[src/rtl/reset_sequencer.sv]
// Reset generator: asserts NUM_CH resets together, then releases them in channel
// order with per-channel gaps. Optional soft restart input under RST_SEQ_SOFT_EN.
module reset_sequencer #(
  parameter int                       NUM_CH     = 4,
  parameter int                       CNT_W      = 16,
  parameter logic [CNT_W-1:0]         INIT_HOLD  = 16'd8,
  parameter logic [NUM_CH*CNT_W-1:0]  DLY        = {16'd2, 16'd5, 16'd0, 16'd3},
  parameter logic [NUM_CH-1:0]        ACTIVE_LOW = 4'b0001
) (
  input  logic              FPGA_SYSCLK,
  input  logic              RESET,
  input  logic              ext_rst_req,
`ifdef RST_SEQ_SOFT_EN
  input  logic              soft_rst_req,
`endif
  output logic [NUM_CH-1:0] rst_out,
  output logic              seq_done,
  output logic [1:0]        seq_state
);

  localparam int               IDX_W    = (NUM_CH > 1) ? $clog2(NUM_CH) : 1;
  localparam logic [IDX_W-1:0] LAST_IDX = IDX_W'(NUM_CH - 1);

  typedef enum logic [1:0] {
    ST_ASSERT  = 2'd0,
    ST_RELEASE = 2'd1,
    ST_DONE    = 2'd2
  } state_t;

  state_t             state, state_nxt;
  logic [CNT_W-1:0]   cnt, cnt_nxt;
  logic [IDX_W-1:0]   idx, idx_nxt;
  logic [CNT_W-1:0]   cur_dly;
  logic               release_now;
  logic [NUM_CH-1:0]  rst_nxt;
  logic               done_nxt;
  logic [1:0]         sync;
  logic               req;

  // Two-flop synchroniser for the asynchronous board-level request.
  always_ff @(posedge FPGA_SYSCLK) begin
    if (RESET) sync <= 2'b00;
    else       sync <= {sync[0], ext_rst_req};
  end

`ifdef RST_SEQ_SOFT_EN
  assign req = sync[1] | soft_rst_req;
`else
  assign req = sync[1];
`endif

  // NOTE: sequential state uses non-blocking assignments so every flop samples
  // pre-edge values, independent of process evaluation order.
  always_ff @(posedge FPGA_SYSCLK) begin
    if (RESET) begin
      state    <= ST_ASSERT;
      cnt      <= '0;
      idx      <= '0;
      rst_out  <= ~ACTIVE_LOW;
      seq_done <= 1'b0;
    end else begin
      state    <= state_nxt;
      cnt      <= cnt_nxt;
      idx      <= idx_nxt;
      rst_out  <= rst_nxt;
      seq_done <= done_nxt;
    end
  end

  // Mux the current channel's gap out of the packed parameter without a
  // variable index, so non-power-of-two NUM_CH never selects out of range.
  always_comb begin
    cur_dly = '0;
    for (int k = 0; k < NUM_CH; k++) begin
      if (idx == IDX_W'(k)) cur_dly = DLY[k*CNT_W +: CNT_W];
    end
  end

  // NOTE: every variable gets a default before the case so no path leaves it
  // unassigned, which would otherwise infer a latch.
  always_comb begin
    state_nxt   = state;
    cnt_nxt     = cnt;
    idx_nxt     = idx;
    release_now = 1'b0;
    case (state)
      ST_ASSERT: begin
        if (req) begin
          cnt_nxt = '0;
        end else if (cnt == INIT_HOLD) begin
          state_nxt = ST_RELEASE;
          cnt_nxt   = '0;
          idx_nxt   = '0;
        end else begin
          cnt_nxt = cnt + CNT_W'(1);
        end
      end
      ST_RELEASE: begin
        if (req) begin
          state_nxt = ST_ASSERT;
          cnt_nxt   = '0;
        end else if (cnt == cur_dly) begin
          release_now = 1'b1;
          cnt_nxt     = '0;
          if (idx == LAST_IDX) state_nxt = ST_DONE;
          else                 idx_nxt   = idx + IDX_W'(1);
        end else begin
          cnt_nxt = cnt + CNT_W'(1);
        end
      end
      ST_DONE: begin
        if (req) begin
          state_nxt = ST_ASSERT;
          cnt_nxt   = '0;
        end
      end
      default: begin
        state_nxt = ST_ASSERT;
        cnt_nxt   = '0;
        idx_nxt   = '0;
      end
    endcase
  end

  // Next output values; registered alongside the state so no input reaches an
  // output combinationally.
  always_comb begin
    rst_nxt  = rst_out;
    done_nxt = 1'b0;
    case (state_nxt)
      ST_ASSERT: rst_nxt = ~ACTIVE_LOW;
      ST_DONE: begin
        rst_nxt  = ACTIVE_LOW;
        done_nxt = 1'b1;
      end
      default: begin
        for (int k = 0; k < NUM_CH; k++) begin
          if (release_now && idx == IDX_W'(k)) rst_nxt[k] = ACTIVE_LOW[k];
        end
      end
    endcase
  end

  assign seq_state = state;

endmodule

[config.mk]
export PLATFORM = sky130hd
export DESIGN_NAME = reset_sequencer
export DESIGN_NICKNAME = d
export VERILOG_FILES = /design/src/rtl/reset_sequencer.sv
export SDC_FILE = /design/constraint.sdc
export NUM_CORES = 1
export LEC_CHECK = 0
export CORE_MARGIN = 5
export CORE_UTILIZATION = 32
export DETAILED_ROUTE_END_ITERATION = 8
export PLACE_DENSITY_LB_ADDON = 0.08
export SETUP_SLACK_MARGIN = 0.05
export SYNTH_ARGS = -nofsm -noshare
export SYNTH_HDL_FRONTEND = slang
export SYNTH_SLANG_ARGS = --single-unit
[constraint.sdc]
create_clock -name FPGA_SYSCLK -period 4.3 [get_ports FPGA_SYSCLK]
set_clock_uncertainty 0.2 [all_clocks]
set_input_delay 0.86 -clock FPGA_SYSCLK [delete_from_list [all_inputs] [get_ports FPGA_SYSCLK]]
set_output_delay 0.86 -clock FPGA_SYSCLK [all_outputs]
set_load 0.03 [all_outputs]
After elaboration in Yosys (flattened, before gate mapping)
Index checks and enable logic that the tools add are counted.
- register bits: 27
- logic and storage cells: 70
- output and inout bits: 7
- input bits: 3
- reduce and logical (&&, ||, !) cells: 12
- muxes and demuxes: 32
- bitwise logic cells: 1
- add/subtract/negate cells: 2
- eq/ne operators: 14
- operators with widths (cell ; count):
    $mux 16 ; 8
    $pmux 16 s3 ; 1
    $mux 2 ; 12
    $add 16x1->16 const B ; 1
    $eq 16x16->1 ; 1
    $eq 16x4->1 const B ; 1
    $ne 2x2->1 const B ; 6
    $pmux 2 s3 ; 2
    $reduce_bool 3->1 ; 4
    $eq 2x2->1 const B ; 4
    $mux 1 ; 8
    $pmux 4 s2 ; 1
    $logic_not 2->1 ; 3
    $reduce_and 6->1 ; 1
    $eq 2x1->1 const B ; 2
    $logic_and 1x1->1 ; 4
    $add 2x1->2 const B ; 1
    $not 1->1 ; 1

Depth between registers and ports, before layout
- depth in word-level cells: 12
- depth in mapped cells: 9
- gate-level depth less buffers: 7

Worst setup path before layout
No wires, ideal clock.
- path kind: reg2reg
- start point: reg idx[0]
- end point: reg cnt[13]
- required time: 3969 ps
- clock period less this slack: 2209 ps
- path slack: 2091 ps
- data arrival time: 1878 ps
- setup time: 131 ps
- cell stages (with the launch flop): 9
- path through: dfxtp_1 -> inv_1 -> ha_1 -> xnor2_1 -> nor4_4 -> a31oi_4 -> buf_6 -> o2111ai_1 -> o211ai_1
- cells in the longest elaborated chain, start to end: 9
- RTL lines (element ; line ; text):
    from (decl) ; 32 ; logic [IDX_W-1:0] idx, idx_nxt;
    from (signal assigned) ; 64 ; idx <= idx_nxt;
    $logic_not 2->1 ; 75 ; if (idx == IDX_W'(k)) cur_dly = DLY[k*CNT_W +: CNT_W];
    $mux 2 ; 75 ;
    $mux 16 (2 in a row) ; 75 ;
    $mux 16 * ; 75 ;
    $eq 16x16->1 * ; 102 ; end else if (cnt == cur_dly) begin
    $mux 16 * ; 102 ;
    $mux 16 * ; 99 ; if (req) begin
    $pmux 16 s3 * ; 86 ; case (state)
    to (signal assigned) ; 63 ; cnt <= cnt_nxt;
    to (decl) ; 31 ; logic [CNT_W-1:0] cnt, cnt_nxt;
Mark *: on every way between the ends. The rest lies on a longest branch, timed or not.
A chain may end at the register's enable or synchronous reset.

==> impl_metrics.env <==
export IMPL_cap_viol_max_count=0
export IMPL_rows=25
export IMPL_cellLeakagePower_nw=0.637
export IMPL_antennaDiodeCount=0
export IMPL_root_buffer="clkbuf_8"
export IMPL_hold_class="reg2reg"
export IMPL_crit_path_start="RESET"
export IMPL_clkSinkCount=27
export IMPL_min_period_ps=2510
export IMPL_postRouteAntennaNets=0
export IMPL_cp_required_ps=4260
export IMPL_drt_wl_total_um=3430
export IMPL_port_buffers=9
export IMPL_cts_setup_buffers=0
export IMPL_vias_per_cell=5.09
export IMPL_arrival_ps=2460
export IMPL_combPwrFrac=0.069
export IMPL_whs_path_depth=1
export IMPL_die_x_um=79.9
export IMPL_utilization=0.372
export IMPL_routedWlPerCell_um=13.0
export IMPL_htreeDepth=1
export IMPL_numCtsBuffers=3
export IMPL_fp_dieH_um=79.9
export IMPL_vias=1344
export IMPL_gp_congestion=0.720
export IMPL_vdd_ir_drop_max_uv=103
export IMPL_dr_pass1_iters=4
export IMPL_rsz0062_at_grt="no"
export IMPL_max_freq_ghz=0.399
export IMPL_syn_area_per_cell_um2=8.28
export IMPL_ys_seq_area_frac=0.345
export IMPL_clockPowerShare=0.338
export IMPL_seqPwrFrac=0.594
export IMPL_netlist_area_um2=1570
export IMPL_fp_dieArea_um2=6390
export IMPL_power_w=0.000434
export IMPL_core_area_um2=4720
export IMPL_worst_path_max_fanout=16
export IMPL_cts_tree="done"
export IMPL_r2r_slack_ps=1810
export IMPL_clockBufferDepth=2
export IMPL_finalMaxSlewViolations=0
export IMPL_gr_total_overflow=0
export IMPL_fin_cells=264
export IMPL_drive_gt1_frac=0.0914
export IMPL_start_kind="input pin"
export IMPL_r2r_end="cnt[13]$_SDFFE_PP0P_"
export IMPL_yosys_most_used_dff="dfxtp_1"
export IMPL_track_usage=0.118
export IMPL_synth_edf_count=0
export IMPL_synth_nets=198
export IMPL_power_density_nw_per_um2=247
export IMPL_place_ws_ps=1490
export IMPL_fin_crit_sh=0.583
export IMPL_grt_antenna_before_repair=0
export IMPL_grt_start_max_net_pins=18
export IMPL_area_growth_pct=12.2
export IMPL_slew_headroom=0.559
export IMPL_dpl_hpwl_um=2580
export IMPL_cts_resized=0
export IMPL_status="finished clean"
export IMPL_grt_pass1_wl_um=6070
export IMPL_switching_share=0.238
export IMPL_reg2reg_from="idx[0]$_SDFFE_PP0P_"
export IMPL_ys_seq_elements=27
export IMPL_reg2regPathDepth=7
export IMPL_async_flop_share=0
export IMPL_internal_power_w=0.000331
export IMPL_yosysWarnings=0
export IMPL_yosysUniqueCellTypes=45
export IMPL_ios=10
export IMPL_fill_cells=490
export IMPL_worstHoldStart="sync[0]$_SDFF_PP0_"
export IMPL_start_util=0.331
export IMPL_synthCells=189
export IMPL_tightest_slew_ps=656
export IMPL_endpoint_kind="register"
export IMPL_dpl_cell_count=260
export IMPL_fin_ws_ps=1790
export IMPL_synth_top_area_frac=0.345
export IMPL_min_to="sync[1]$_SDFF_PP0_"
export IMPL_path_class="in2reg"
export IMPL_drt_iter0_drc=92
export IMPL_clk_latency_ps=270
export IMPL_setup_viol=0
export IMPL_nNetsFinal=207
export IMPL_clk_pin_slew_ps=100
export IMPL_netSwitchingPower_w=0.000103
export IMPL_holdBufCountCts=0
export IMPL_ys_top_cells_by_area="dfxtp_1 (35%), nand2_1 (7.0%), ha_1 (4.8%)"
export IMPL_hold_viol_final=0
export IMPL_fin_setup_tns_ps=0
export IMPL_drcViolationCount=0
export IMPL_synth_area_leader_cell="dfxtp_1"
export IMPL_grt_pass1_vias=1328
[layout make-up]
class	count	area, um^2	share of cell area
clock buffers	3	41.3	0.0235
clock inverters	1	7.51	0.00427
inverters	12	45.0	0.0256
multi-input cells	144	941	0.536
flip-flops and latches	27	541	0.308
well taps	67	83.8	0.0477
repair buffers	10	97.6	0.0556
[per-layer routing]
metal	track usage	up-vias	wire, um
met4	0.0422	0	19
met2	0.188	20	1600
li1	-	699	-
met5	0	-	0
met1	0.159	623	1650
met3	0.0192	2	157
[synth_stat cells (2+ instances only)]
cell type and instances:
ha_1 6, xor2_1 3, a21oi_1 6, nor3_1 2, nand3_1 5, buf_6 2
o21ai_0 9, nor4_1 3, and3_1 2, inv_1 11, dfxtp_1 27, nor2b_1 5
nor2_1 11, o211ai_1 8, clkbuf_1 3, nand4_1 4, a22oi_1 2, xnor2_1 2
or2_2 3, o2111ai_1 3, o21bai_1 2, a21boi_0 2, nand2_1 29, and2_1 9
o221ai_1 7, nor3b_1 4
[layout by cell type, fill, tap and decap left out, drive strengths merged, types with 3 or more instances in the layout]
master / synthesis / final
nand2: 29 / 29
dfxtp: 27 / 27
inv: 11 / 11
nor2: 11 / 11
o21ai: 10 / 10
and2: 9 / 9
clkdlybuf4s50: 0 / 9
o211ai: 8 / 8
o221ai: 7 / 7
a21oi: 7 / 7
ha: 6 / 6
nor2b: 5 / 5
nand3: 5 / 5
nor3b: 4 / 4
nand4: 4 / 4
nor4: 4 / 4
xor2: 3 / 3
or2: 3 / 3
o2111ai: 3 / 3
clkbuf: 3 / 3
o21bai: 3 / 3
[state kept, by name, summed over array words and instances (netlist names)]
register / count
cnt: 16
rst_out: 4
seq_done: 1
idx: 2
sync: 2
seq_state: 2
[metrics by stage]
stage / hold WS (ps) / area, um^2
floorplan: 214 / 1570
global placement: 248 / 1710
detailed placement: 237 / 1710
CTS: 261 / 1760
global route: 271 / 1760
finish: 256 / 1760
[worst max path at each step]
stage | to | slack [ps] | cells after the start
global route | cnt[3]$_SDFFE_PP0P_ | 1560 | 7
CTS | cnt[13]$_SDFFE_PP0P_ | 1750 | 7
global placement | rst_out[3]$_SDFFE_PP1P_ | 1500 | 5
detailed placement | rst_out[3]$_SDFFE_PP1P_ | 1490 | 5
finish | rst_out[3]$_SDFFE_PP1P_ | 1790 | 5
floorplan | cnt[13]$_SDFFE_PP0P_ | 2090 | 8
[worst max-delay path, cell delays in order]
cell and delay, ps:
clkdlybuf4s50_1 510, a21oi_1 190, and2_1 530, o21bai_2 280
o22ai_1 100
[power by group through the flow]
| stage | sequential (W) | clock, W | combinational [W] |
|---|---|---|---|
| floorplan | 0.000263 | 0 | 0.0000221 |
| global placement | 0.000264 | 0 | 0.0000296 |
| detailed placement | 0.000264 | 0 | 0.0000296 |
| CTS | 0.000258 | 0.000159 | 0.0000298 |
| global route | 0.000259 | 0.000166 | 0.0000334 |
| finish | 0.000258 | 0.000147 | 0.0000298 |
[cells by family (layout without fill, tap and decap cells)]
logic type                 after synthesis  count (layout)  synth area share
DFF                                     27              27             0.345
and+or+nand+nor                         86              86             0.302
AOI/OAI and AO/OA                       47              47             0.223
adders and majority gates                6               6            0.0480
xor gates and xnor gates                 5               5            0.0280
buffers and inverters                   18              26            0.0536
(Power assumes the default switching activity.)
==> RTL change 1 (same flow settings) <==
The parameter `NUM_CH` goes from 4 to 8.
--- a/src/rtl/reset_sequencer.sv
+++ b/src/rtl/reset_sequencer.sv
@@ -2,5 +2,5 @@
 // order with per-channel gaps. Optional soft restart input under RST_SEQ_SOFT_EN.
 module reset_sequencer #(
-  parameter int                       NUM_CH     = 4,
+  parameter int                       NUM_CH     = 8,
   parameter int                       CNT_W      = 16,
   parameter logic [CNT_W-1:0]         INIT_HOLD  = 16'd8,
Interface: changed (resized rst_out); port bits go from 10 to 14. The function was not compared with the original's and may differ.
==> RTL change 1 against the unedited design <==
- worst setup slack got worse by 0.34 ns
- first-iteration DRC count up 6.5%
- cell area up 25%
- via count increased by 25%
- routed wire length increased by 42%
- area after synthesis rose by 22%
- power up 44%
- sequential cell count increased by 5
- largest cell class unchanged
- largest power group unchanged
==> RTL change 1: results (changes against the unedited design) <==
metric,value,unit,change
drive_above_1_share,9.426,%,+0.29 points
crit_start,idx[2],,
dp_hpwl,3.609,mm,+40%
synth_mux_area_share,0.5263,%,+0.53 points
met2_usage,21.33,%,+2.5 points
met3_length,132,µm,-16%
synth_fa_ha_area_share,5.263,%,+0.47 points
grt_pass1_wl,8.183,mm,+35%
use_met1,19.37,%,+3.5 points
worstPathMaxFanout,8,,-8
clkTransAtPathRegs,0.07,ns,-0.03 ns
port_buffers,13,,+4
synth_common_cells,"dfxtp_1, nand2_1, nor2_1",,
final_cells,319,,+21%
critPathArrivalTime,2.80,ns,+0.34 ns
use_met3,3.027,%,+1.1 points
pwr-share-clk,45.5,%,+12 points
p_total,0.0006255,W,+44%
worst_pin_slew,0.7155,ns,+0.05958 ns
post_drt_via_cell_ratio,5.282,,+3.8%
met1Wirelength,2.499,mm,+52%
p_int,0.0004850,W,+47%
cts-htree-levels,2,,+1
p_seq,0.000305,W,+18%
dp_slack,1.227,ns,-0.2610 ns
top_regs,"cnt (16), rst_out (8), idx (3)",,
status,"complete, no violations",,
dpl_cell_area,2087,µm²,+22%
cts_buffers,5,,+2
nNetsFinal,254,,+23%
wl_per_cell,15.25,µm,+17%
ys_seq_area_share,33.68,%,-0.85 points
globalplace.congestion,0.8431,,+17%
grt_max_degree,19,,+1
synth_fp_nets,240,,+21%
grt_pass1_vias,1603,,+21%
wl_met2,2.203,mm,+37%
netlist_instances,229,,+21%
grt_use_total,13.89,%,+2.1 points
RTL change 1: cell types whose count changed after synthesis, moves of 6 or more:
cell	unedited run	this run
nand3_1	5	13
o21ai_0	9	15
o221ai_1	7	0
o22ai_1	1	7
and2_1	9	2
RTL change 1: cell families (layout without fill, tap and decap cells):
family	after synthesis	count (layout)
muxes	1	1
AOI/OAI and AO/OA	60	60
adders and majority gates	8	8
buffers and inverters	19	34
xor gates and xnor gates	3	3
and+or+nand+nor	106	106
DFF	32	32
RTL change 1: layout make-up:
cell class / instances / share of cell area [%]
tap: 75 / 4.276
multi-input combinational: 178 / 53.48
inverter: 13 / 2.223
sequential: 32 / 29.19
timing repair buffer: 13 / 5.929
clock inverter: 2 / 1.596
clock buffer: 6 / 3.307
RTL change 1: final timing paths:
check	slack [ns]	depth (start not counted)	endpoint
hold reg to reg	0.24	1	sync[1]
setup / recovery	1.46	8	cnt[13]
setup reg to reg	1.46	8	cnt[13]
hold / removal	0.24	1	sync[1]
==> RTL change 2 (config.mk and constraints unchanged) <==
Made on the original files. Make the reset (`RESET`) asynchronous in 2 clocked blocks.
--- a/src/rtl/reset_sequencer.sv
+++ b/src/rtl/reset_sequencer.sv
@@ -39,5 +39,5 @@
 
   // Two-flop synchroniser for the asynchronous board-level request.
-  always_ff @(posedge FPGA_SYSCLK) begin
+  always_ff @(posedge FPGA_SYSCLK or posedge RESET) begin
     if (RESET) sync <= 2'b00;
     else       sync <= {sync[0], ext_rst_req};
@@ -52,5 +52,5 @@
   // NOTE: sequential state uses non-blocking assignments so every flop samples
   // pre-edge values, independent of process evaluation order.
-  always_ff @(posedge FPGA_SYSCLK) begin
+  always_ff @(posedge FPGA_SYSCLK or posedge RESET) begin
     if (RESET) begin
       state    <= ST_ASSERT;
Formal check against the unedited RTL: differs if RESET is asserted again (counterexample within 10 cycles, from zero or initial values and one cycle with RESET high); with RESET held inactive, the same outputs for 10 cycles.
==> RTL change 2 against the unedited design <==
- area after synthesis is 5.3% higher
- worst setup slack worse by 0.27 ns
- routed wire length is 19% higher
- die area is 4.6% higher
- critical path type is now register to register
- cell area is 2.6% higher
- sequential cell count stayed put
- critical endpoint is now cnt[1]
Power is not compared: it rests on default switching activity, and its combinational part moved more than twofold at a synthesized area within 25%.
==> RTL change 2: results (changes against the unedited design) <==
metric,value,unit,change
status,"complete, no violations",,
async_flop_share,100.0,%,+100 points
grt_max_degree,28,,+10
dpl_cell_area,1753,µm²,+2.6%
synthFlopType,dfrtp_1,,
critical_path.top_delay_family,simple AND/OR/NAND/NOR gates,,
cts.path.max_buffers,2,,unchanged
crit_path_max_incr_delay,0.71,ns,+0.18 ns
post_drt_via_cell_ratio,5.611,,+10%
met3_length,173,µm,+10%
drive_above_1_share,6.417,%,-2.7 points
netlist_instances,185,,-2.1%
met1Wirelength,1.784,mm,+8.2%
wl_per_cell,15.86,µm,+22%
grt_pass1_vias,1417,,+6.7%
worstPathMaxFanout,14,,-2
final_cells,257,,-2.7%
nNetsFinal,197,,-4.8%
grt_pass1_wl,7.100,mm,+17%
met2_usage,23.18,%,+4.4 points
crit_type,register to register,,
drt_iter0_markers,119,,+29%
worst_pin_slew,1.072,ns,+0.4162 ns
drt_first_pass_iters,4,,unchanged
slowest_stage,nor3_1,,
hold_path_depth,0,,-1
grt_use_total,13.68,%,+1.9 points
dp_slack,1.513,ns,+0.02442 ns
worstSetupEndpoint,cnt[1],,
hold_start,sync[0],,
use_met1,17.17,%,+1.3 points
wl_met2,2.073,mm,+29%
synth_cell_types,41,,-8.9%
critPathArrivalTime,2.76,ns,+0.30 ns
max_freq,360.5,MHz,-9.7%
regToRegStartpoint,cnt[0],,
min_to,sync[1],,
synth_common_cells,"dfrtp_1, nand2_1, nor2_1",,
synth_area_leaders,"dfrtp_1, nand2_1, dfstp_2",,
dp_hpwl,2.886,mm,+12%
globalplace.congestion,0.7814,,+8.5%
place_inst,253,,-2.7%
ys_seq_area_share,41.23,%,+6.7 points
use_met3,2.851,%,+0.93 points
## RTL change 2: cell families after synthesis
kind of cell | count (synthesis) | share of synthesized area [%]
buf+inv | 19 | 6.226
fa+ha+maj | 6 | 4.556
flops | 27 | 41.23
compound gates | 49 | 20.12
xor+xnor | 3 | 1.595
simple gates | 81 | 26.27
## RTL change 2: metrics by stage
step | hold slack, ns | power [W]
global placement | 0.1375 | 0.0003802
finish | 0.1609 | 0.0005346
detailed placement | 0.1379 | 0.0003837
CTS | 0.1639 | 0.0005409
global route | 0.1680 | 0.0005648
floorplan | 0.1312 | 0.0003651
## RTL change 2: cell type report
cell class / instances / area (µm²)
Multi-Input combinational cell: 139 / 865.8
Timing Repair Buffer: 9 / 90.09
Sequential cell: 27 / 679.4
Clock buffer: 3 / 41.29
Tap cell: 70 / 87.58
Fill cell: 522 / 3241
Clock inverter: 1 / 7.507
Inverter: 8 / 30.03
